===== config.mk =====
export PLATFORM = sky130hd
export DESIGN_NAME = mem_input_queue_flat
export DESIGN_NICKNAME = d
export VERILOG_FILES = /design/src/rtl/mem_input_queue_if.sv /design/src/rtl/mem_input_queue.sv /design/src/flat_wrapper.sv
export SDC_FILE = /design/constraint.sdc
export NUM_CORES = 1
export LEC_CHECK = 0
export ABC_CLOCK_PERIOD_IN_PS = 8740
export CORE_MARGIN = 3
export CORE_UTILIZATION = 30
export CTS_CLUSTER_SIZE = 12
export DETAILED_ROUTE_END_ITERATION = 16
export GPL_TIMING_DRIVEN = 0
export SYNTH_ARGS = -nofsm -noshare
export SYNTH_HDL_FRONTEND = slang
export SYNTH_SLANG_ARGS = --single-unit

===== constraint.sdc =====
create_clock -name clk_i -period 8.74 [get_ports clk_i]
set_clock_uncertainty 0.1 [all_clocks]
set_input_delay 1.311 -clock clk_i [delete_from_list [all_inputs] [get_ports clk_i]]
set_output_delay 1.311 -clock clk_i [all_outputs]
set_load 0.005 [all_outputs]

===== src/rtl/mem_input_queue_if.sv =====
// Handshake/bus bundle between the execute stage, the input queue and the
// memory stage. The queue itself uses the slave modport.
interface mem_input_queue_if #(
  parameter int TAG_W = 5,
  parameter int CNT_W = 3
);
  // Execute side (into the queue)
  logic             valid_i;
  logic [63:0]      data_i;
  logic [9:0]       commands_i;
  logic [TAG_W-1:0] tag_i;
  logic [3:0]       flags_i;
  logic             flush_i;
  logic             ready_o;

  // Memory side (out of the queue)
  logic             valid_o;
  logic             memReady_i;
  logic [63:0]      dataOut_o;
  logic [9:0]       commandsOut_o;
  logic [TAG_W-1:0] tagOut_o;
  logic [3:0]       flagsOut_o;

  // Status
  logic [CNT_W-1:0] count_o;
  logic             overflow_o;

  modport slave (
    input  valid_i, data_i, commands_i, tag_i, flags_i, flush_i, memReady_i,
    output ready_o, valid_o, dataOut_o, commandsOut_o, tagOut_o, flagsOut_o,
           count_o, overflow_o
  );

  modport master (
    output valid_i, data_i, commands_i, tag_i, flags_i, flush_i, memReady_i,
    input  ready_o, valid_o, dataOut_o, commandsOut_o, tagOut_o, flagsOut_o,
           count_o, overflow_o
  );
endinterface


===== src/rtl/mem_input_queue.sv =====
// Execute-to-memory input queue: a DEPTH-entry circular FIFO holding
// execute results (data, commands, ROB tag, flags) until the memory stage
// takes them. No bypass path, so a fresh entry appears one cycle after it
// is written. ready_o depends only on registered occupancy, so the
// execute-side arbiter never sees a path from memReady_i.
module mem_input_queue #(
  parameter int ROBsize    = 16,
  parameter int ROBsizeLog = $clog2(ROBsize + 1),
  parameter int DEPTH      = 4
) (
  input  logic            clk_i,
  input  logic            reset_n_i,
  mem_input_queue_if.slave bus
);

  localparam int PTR_W = (DEPTH > 1) ? $clog2(DEPTH) : 1;
  localparam int CNT_W = $clog2(DEPTH + 1);
  localparam logic [CNT_W-1:0] FULL_CNT = CNT_W'(DEPTH);

  // Entry storage; never reset, gated off the outputs while empty.
  logic [63:0]           data_mem  [DEPTH];
  logic [9:0]            cmd_mem   [DEPTH];
  logic [ROBsizeLog-1:0] tag_mem   [DEPTH];
  logic [3:0]            flags_mem [DEPTH];

  logic [PTR_W-1:0] rd_ptr_q, rd_ptr_d;
  logic [PTR_W-1:0] wr_ptr_q, wr_ptr_d;
  logic [CNT_W-1:0] count_q, count_d;
  logic             overflow_q, overflow_d;

  logic ready;
  logic not_empty;
  logic enq;
  logic deq;

  // Handshake qualification; flush overrides both directions.
  always_comb begin
    ready     = (count_q != FULL_CNT);
    not_empty = (count_q != '0);
    enq       = bus.valid_i && ready && !bus.flush_i;
    deq       = not_empty && bus.memReady_i && !bus.flush_i;
  end

  // Next-state for pointers, occupancy and the sticky overflow flag.
  always_comb begin
    rd_ptr_d   = rd_ptr_q;
    wr_ptr_d   = wr_ptr_q;
    count_d    = count_q;
    overflow_d = overflow_q;
    if (bus.flush_i) begin
      // Flush empties the queue but is not an overflow, even with valid_i up.
      rd_ptr_d = '0;
      wr_ptr_d = '0;
      count_d  = '0;
    end else begin
      if (enq) wr_ptr_d = wr_ptr_q + PTR_W'(1);
      if (deq) rd_ptr_d = rd_ptr_q + PTR_W'(1);
      case ({enq, deq})
        2'b10:   count_d = count_q + CNT_W'(1);
        2'b01:   count_d = count_q - CNT_W'(1);
        default: count_d = count_q;
      endcase
      // A full queue rejects new data even when the head leaves this cycle.
      if (bus.valid_i && !ready) overflow_d = 1'b1;
    end
  end

  // Control state, cleared asynchronously by reset.
  always_ff @(posedge clk_i or negedge reset_n_i) begin
    if (!reset_n_i) begin
      rd_ptr_q   <= '0;
      wr_ptr_q   <= '0;
      count_q    <= '0;
      overflow_q <= 1'b0;
    end else begin
      rd_ptr_q   <= rd_ptr_d;
      wr_ptr_q   <= wr_ptr_d;
      count_q    <= count_d;
      overflow_q <= overflow_d;
    end
  end

  // Entry write at the write pointer on an accepted enqueue.
  always_ff @(posedge clk_i) begin
    if (enq) begin
      data_mem[wr_ptr_q]  <= bus.data_i;
      cmd_mem[wr_ptr_q]   <= bus.commands_i;
      tag_mem[wr_ptr_q]   <= bus.tag_i;
      flags_mem[wr_ptr_q] <= bus.flags_i;
    end
  end

  // Head entry presented from registered state; zeroed while empty.
  always_comb begin
    bus.ready_o       = ready;
    bus.valid_o       = not_empty;
    bus.count_o       = count_q;
    bus.overflow_o    = overflow_q;
    bus.dataOut_o     = '0;
    bus.commandsOut_o = '0;
    bus.tagOut_o      = '0;
    bus.flagsOut_o    = '0;
    if (not_empty) begin
      bus.dataOut_o     = data_mem[rd_ptr_q];
      bus.commandsOut_o = cmd_mem[rd_ptr_q];
      bus.tagOut_o      = tag_mem[rd_ptr_q];
      bus.flagsOut_o    = flags_mem[rd_ptr_q];
    end
  end

endmodule


===== src/flat_wrapper.sv =====
// flat-port wrapper written by rule: the top's interface ports become plain ports
module mem_input_queue_flat 
#(
  parameter int ROBsize    = 16,
  parameter int ROBsizeLog = $clog2(ROBsize + 1),
  parameter int DEPTH      = 4
)
  (clk_i, reset_n_i, bus_valid_i, bus_data_i, bus_commands_i, bus_tag_i, bus_flags_i, bus_flush_i, bus_memReady_i, bus_ready_o, bus_valid_o, bus_dataOut_o, bus_commandsOut_o, bus_tagOut_o, bus_flagsOut_o, bus_count_o, bus_overflow_o);
  mem_input_queue_if #(.TAG_W(($clog2((16) + 1))), .CNT_W(($clog2(DEPTH + 1)))) bus_i ();
  input  logic clk_i;
  input  logic reset_n_i;
  input wire logic [$bits(bus_i.valid_i)-1:0] bus_valid_i;
  input wire logic [$bits(bus_i.data_i)-1:0] bus_data_i;
  input wire logic [$bits(bus_i.commands_i)-1:0] bus_commands_i;
  input wire logic [$bits(bus_i.tag_i)-1:0] bus_tag_i;
  input wire logic [$bits(bus_i.flags_i)-1:0] bus_flags_i;
  input wire logic [$bits(bus_i.flush_i)-1:0] bus_flush_i;
  input wire logic [$bits(bus_i.memReady_i)-1:0] bus_memReady_i;
  output wire logic [$bits(bus_i.ready_o)-1:0] bus_ready_o;
  output wire logic [$bits(bus_i.valid_o)-1:0] bus_valid_o;
  output wire logic [$bits(bus_i.dataOut_o)-1:0] bus_dataOut_o;
  output wire logic [$bits(bus_i.commandsOut_o)-1:0] bus_commandsOut_o;
  output wire logic [$bits(bus_i.tagOut_o)-1:0] bus_tagOut_o;
  output wire logic [$bits(bus_i.flagsOut_o)-1:0] bus_flagsOut_o;
  output wire logic [$bits(bus_i.count_o)-1:0] bus_count_o;
  output wire logic [$bits(bus_i.overflow_o)-1:0] bus_overflow_o;
  assign bus_i.valid_i = bus_valid_i;
  assign bus_i.data_i = bus_data_i;
  assign bus_i.commands_i = bus_commands_i;
  assign bus_i.tag_i = bus_tag_i;
  assign bus_i.flags_i = bus_flags_i;
  assign bus_i.flush_i = bus_flush_i;
  assign bus_i.memReady_i = bus_memReady_i;
  assign bus_ready_o = bus_i.ready_o;
  assign bus_valid_o = bus_i.valid_o;
  assign bus_dataOut_o = bus_i.dataOut_o;
  assign bus_commandsOut_o = bus_i.commandsOut_o;
  assign bus_tagOut_o = bus_i.tagOut_o;
  assign bus_flagsOut_o = bus_i.flagsOut_o;
  assign bus_count_o = bus_i.count_o;
  assign bus_overflow_o = bus_i.overflow_o;
  mem_input_queue #(.ROBsize(ROBsize), .ROBsizeLog(ROBsizeLog), .DEPTH(DEPTH)) u_core (.clk_i(clk_i), .reset_n_i(reset_n_i), .bus(bus_i));
endmodule

==> flow_summary.rst <==
.. list-table::
   :header-rows: 1

   * - Metric
     - Value
   * - Buffer cell driving the clock tree root
     - sky130_fd_sc_hd__clkbuf_16
   * - Wirelength, routed
     - 28220 um
   * - Timing-limited maximum frequency
     - 0.2193 GHz
   * - Synthesized area per cell
     - 22.29 um2
   * - IO Count
     - 177
   * - Post-synth EDFFs
     - 332
   * - Worst slew slack as a fraction of its limit
     - 0.4236
   * - Critical Path AT
     - 3150 ps
   * - Number of library cell types mapped by synthesis
     - 38
   * - Reg2reg path depth
     - 7
   * - Number of setup violations in the final report
     - 0
   * - Net count after synthesis
     - 686
   * - Cell taking the most area after synthesis
     - sky130_fd_sc_hd__edfxtp_1
   * - Critical path type
     - flip-flop to output pin
   * - Number of H-tree levels
     - 2
   * - Register area share after synthesis
     - 0.7694
   * - Number of search-and-repair iterations in the first detailed-routing pass
     - 4
   * - Max rail drop VDD
     - 0.1332 mV
   * - Count of hold buffers inserted by post-cts repair
     - 0
   * - Fin cells
     - 1425
   * - Number of setup buffers added after CTS
     - 0
   * - ANT nets after route
     - 0
   * - Number of buffers added by the clock tree synthesis step
     - 38
   * - Residual DRC
     - 0
   * - Post-route fraction of the period consumed by the critical path
     - 0.5218
   * - Die span in y
     - 215.9 um
   * - Clock latency reported for the late side of the worst-skew pair
     - 540 ps
   * - Die width
     - between 200 and 250 um
   * - Total Routing Usage GR
     - 0.1222
   * - Core region area
     - about 0.043 mm2
   * - Cell depth of the worst hold path
     - 1
   * - Endpoint of the worst register-to-register path
     - u_core.bus.count_o[2]
   * - Worst Hold Class
     - flip-flop to flip-flop
   * - Clock slew seen by the registers of the worst setup and hold paths
     - around 60 ps
   * - Unrepaired setup endpoints after global routing
     - no
   * - Beginning of the worst register-to-register path
     - u_core.bus.count_o[0]
   * - GP Congestion
     - 0.6868
   * - Gr ovfl total
     - 0
   * - Origin of the worst min-delay path
     - u_core.bus.overflow_o
   * - Sum Neg Setup Slack
     - 0 ps
   * - Final core area utilization
     - 0.3937
   * - CTS tree
     - yes
   * - Most repeated cell in the gate-level netlist after synthesis
     - sky130_fd_sc_hd__edfxtp_1
   * - Initial antenna violation count
     - 2
   * - Leakage power total
     - 0.005371 uW
   * - Initial cell density of the core
     - 0.3055
   * - Detailed placement HPWL
     - 17350 um
   * - Max Cap Viol
     - 0
   * - Post-synthesis to final-layout area growth
     - 28.86%
   * - Number of standard-cell rows in the floorplan
     - 76
   * - Actual transition at the worst max-transition pin
     - ~860 ps
   * - Routed via count divided by cell count
     - 4.508
   * - Flip-flop cell with the highest count after synthesis
     - sky130_fd_sc_hd__edfxtp_1
   * - Final min period
     - around 4600 ps
   * - Max clock buf depth
     - 3
   * - End point of the worst hold path
     - u_core.bus.overflow_o
   * - Number of hold-slack violations in the final timing report
     - 0
   * - Worst Path Max Fanout
     - 11
   * - Register-to-register setup slack
     - 5570 ps
   * - Largest net degree at the start of global routing
     - 46
   * - Total of buffers placed on input and output ports
     - approximately 180
   * - Ys async rst share
     - 0.02353
   * - Synth cell count leaders
     - sky130_fd_sc_hd__edfxtp_1, sky130_fd_sc_hd__and2_1, sky130_fd_sc_hd__mux4_2, sky130_fd_sc_hd__clkbuf_1, sky130_fd_sc_hd__buf_2
   * - Layout net count
     - between 900 and 1000
   * - Synthesized instance count
     - 593
   * - Number of cells in the design after placement
     - roughly 1400
   * - Overall die area
     - 0.04661 mm2
   * - Areal power density over the cells
     - 252.2 mW/mm2
   * - Overall power of the completed layout
     - approximately 4300 uW
   * - Warnings, synthesis
     - 0
   * - Max-slew violation count
     - 0
   * - Biggest area contributors in the synthesized netlist
     - sky130_fd_sc_hd__edfxtp_1, sky130_fd_sc_hd__mux4_2, sky130_fd_sc_hd__and2_1
   * - First-pass GRT wire length
     - 42810 um
   * - Post-detailed-route wirelength per cell
     - 19.80 um
   * - Post-route worst hold slack
     - approximately 420 ps
   * - Number of clock sinks
     - 340
   * - Routed via count
     - roughly 6400
   * - Share of cells above drive strength 1
     - 0.1967
   * - Gates resized, CTS repair
     - 0
   * - Status
     - complete, no violations
   * - Critical path required time
     - 7330 ps
   * - Setup crit end kind
     - output pin
   * - Fraction of post-synthesis cell area in the top cell type by area
     - 0.7543
   * - Initial DRC count
     - 369
   * - Post-synthesis instance area
     - 0.01322 mm2
   * - Via count of the first global-routing pass
     - 6951
   * - Synthesized flop and latch total
     - 340
   * - First element of the critical path
     - u_core.bus.count_o[0]
   * - Element type at the critical path start
     - flip-flop
## cell type report
class                      instances  area (um2)
tap                              585       732.0
multi-input combinational        216        2784
clock buffer                      51        1084
inverter                           3       11.26
fill                            3899       26230
sequential                       340       10170
buffer                            34       262.8
antenna                            1       2.502
clock inverter                    16       125.1
timing repair buffer             179        1862
## registers in the layout, summed over array words and instances (netlist names)
name,flops
u_core.bus.count_o,3
u_core.bus.overflow_o,1
u_core.flags_mem,16
u_core.rd_ptr_q,2
u_core.data_mem,256
u_core.cmd_mem,40
u_core.wr_ptr_q,2
u_core.tag_mem,20
## placed cells by master, fill, tap and decap left out, types with 2 or more instances in the layout
cell type                         synthesis  layout
sky130_fd_sc_hd__a21o_1                   2       2
sky130_fd_sc_hd__a21oi_1                  3       3
sky130_fd_sc_hd__a31oi_1                  3       3
sky130_fd_sc_hd__and2_1                  87      83
sky130_fd_sc_hd__and2_4                   0       4
sky130_fd_sc_hd__buf_12                   6       6
sky130_fd_sc_hd__buf_16                   0       4
sky130_fd_sc_hd__buf_2                    9       9
sky130_fd_sc_hd__buf_4                    5       5
sky130_fd_sc_hd__bufinv_16                0       2
sky130_fd_sc_hd__clkbuf_1                13      21
sky130_fd_sc_hd__clkbuf_16                0      41
sky130_fd_sc_hd__clkbuf_8                 0       2
sky130_fd_sc_hd__clkdlybuf4s50_1          0     175
sky130_fd_sc_hd__clkinv_1                 0       9
sky130_fd_sc_hd__clkinv_2                 0       3
sky130_fd_sc_hd__dfrtp_1                  8       8
sky130_fd_sc_hd__edfxtp_1               332     332
sky130_fd_sc_hd__ha_1                     4       4
sky130_fd_sc_hd__inv_1                    3       3
sky130_fd_sc_hd__mux4_2                  83      83
sky130_fd_sc_hd__nand2b_1                 2       2
sky130_fd_sc_hd__nand3b_1                 3       3
sky130_fd_sc_hd__nor2_1                   5       5
sky130_fd_sc_hd__o311ai_0                 2       2
sky130_fd_sc_hd__xor2_1                   3       3
## critical path, stage by stage (launching register included)
cell and delay (ps):
sky130_fd_sc_hd__dfrtp_1 430, sky130_fd_sc_hd__or3_1 230, sky130_fd_sc_hd__clkbuf_1 680, sky130_fd_sc_hd__clkbuf_1 480
sky130_fd_sc_hd__and2_1 230, sky130_fd_sc_hd__clkdlybuf4s50_1 550
## routing by layer
layer,vias up,global-route usage,wire (um)
met1,3323,0.1621,12500
met4,4,0.04640,777
li1,2871,-,-
met3,54,0.03055,1543
met5,-,0,32
met2,172,0.1954,13360
## power by group
group          internal, uW  switching [uW]  leakage (uW)
Sequential             1860            16.8       0.00312
Combinational           514             373       0.00166
Clock                   925             610      0.000587
Total                  3300            1000       0.00537
## metrics by stage
| stage | cell area, um2 | setup WS [ps] |
|---|---|---|
| after floorplan | 13220 | 4339 |
| after global placement | 15700 | 1893 |
| after detailed placement | 15820 | 4603 |
| after CTS | 17030 | 3985 |
| after global routing | 17030 | 3928 |
| final | 17030 | 4180 |
## worst max path at each step
stage | slack [ps] | end | cells past startpoint
2_1_floorplan | 4340 | u_core.cmd_mem[0][0] | 4
3_3_place_gp | 1890 | u_core.data_mem[0][35] | 4
3_5_place_dp | 4600 | bus_commandsOut_o[2] | 5
4_1_cts | 3980 | bus_commandsOut_o[2] | 5
5_1_grt | 3930 | bus_commandsOut_o[2] | 5
6_report | 4180 | bus_commandsOut_o[2] | 5
## kinds of logic after synthesis
kind of cell               count (synthesis)  synth area share
DFF                                      340            0.7694
and+or+nand+nor                          106           0.05045
muxes                                     85            0.1430
buffers and inverters                     37           0.02073
AOI/OAI and AO/OA                         17          0.009088
adders and majority gates                  5          0.005301
xor gates and xnor gates                   3          0.001988
Note: power is estimated with default switching activity, not from simulation.
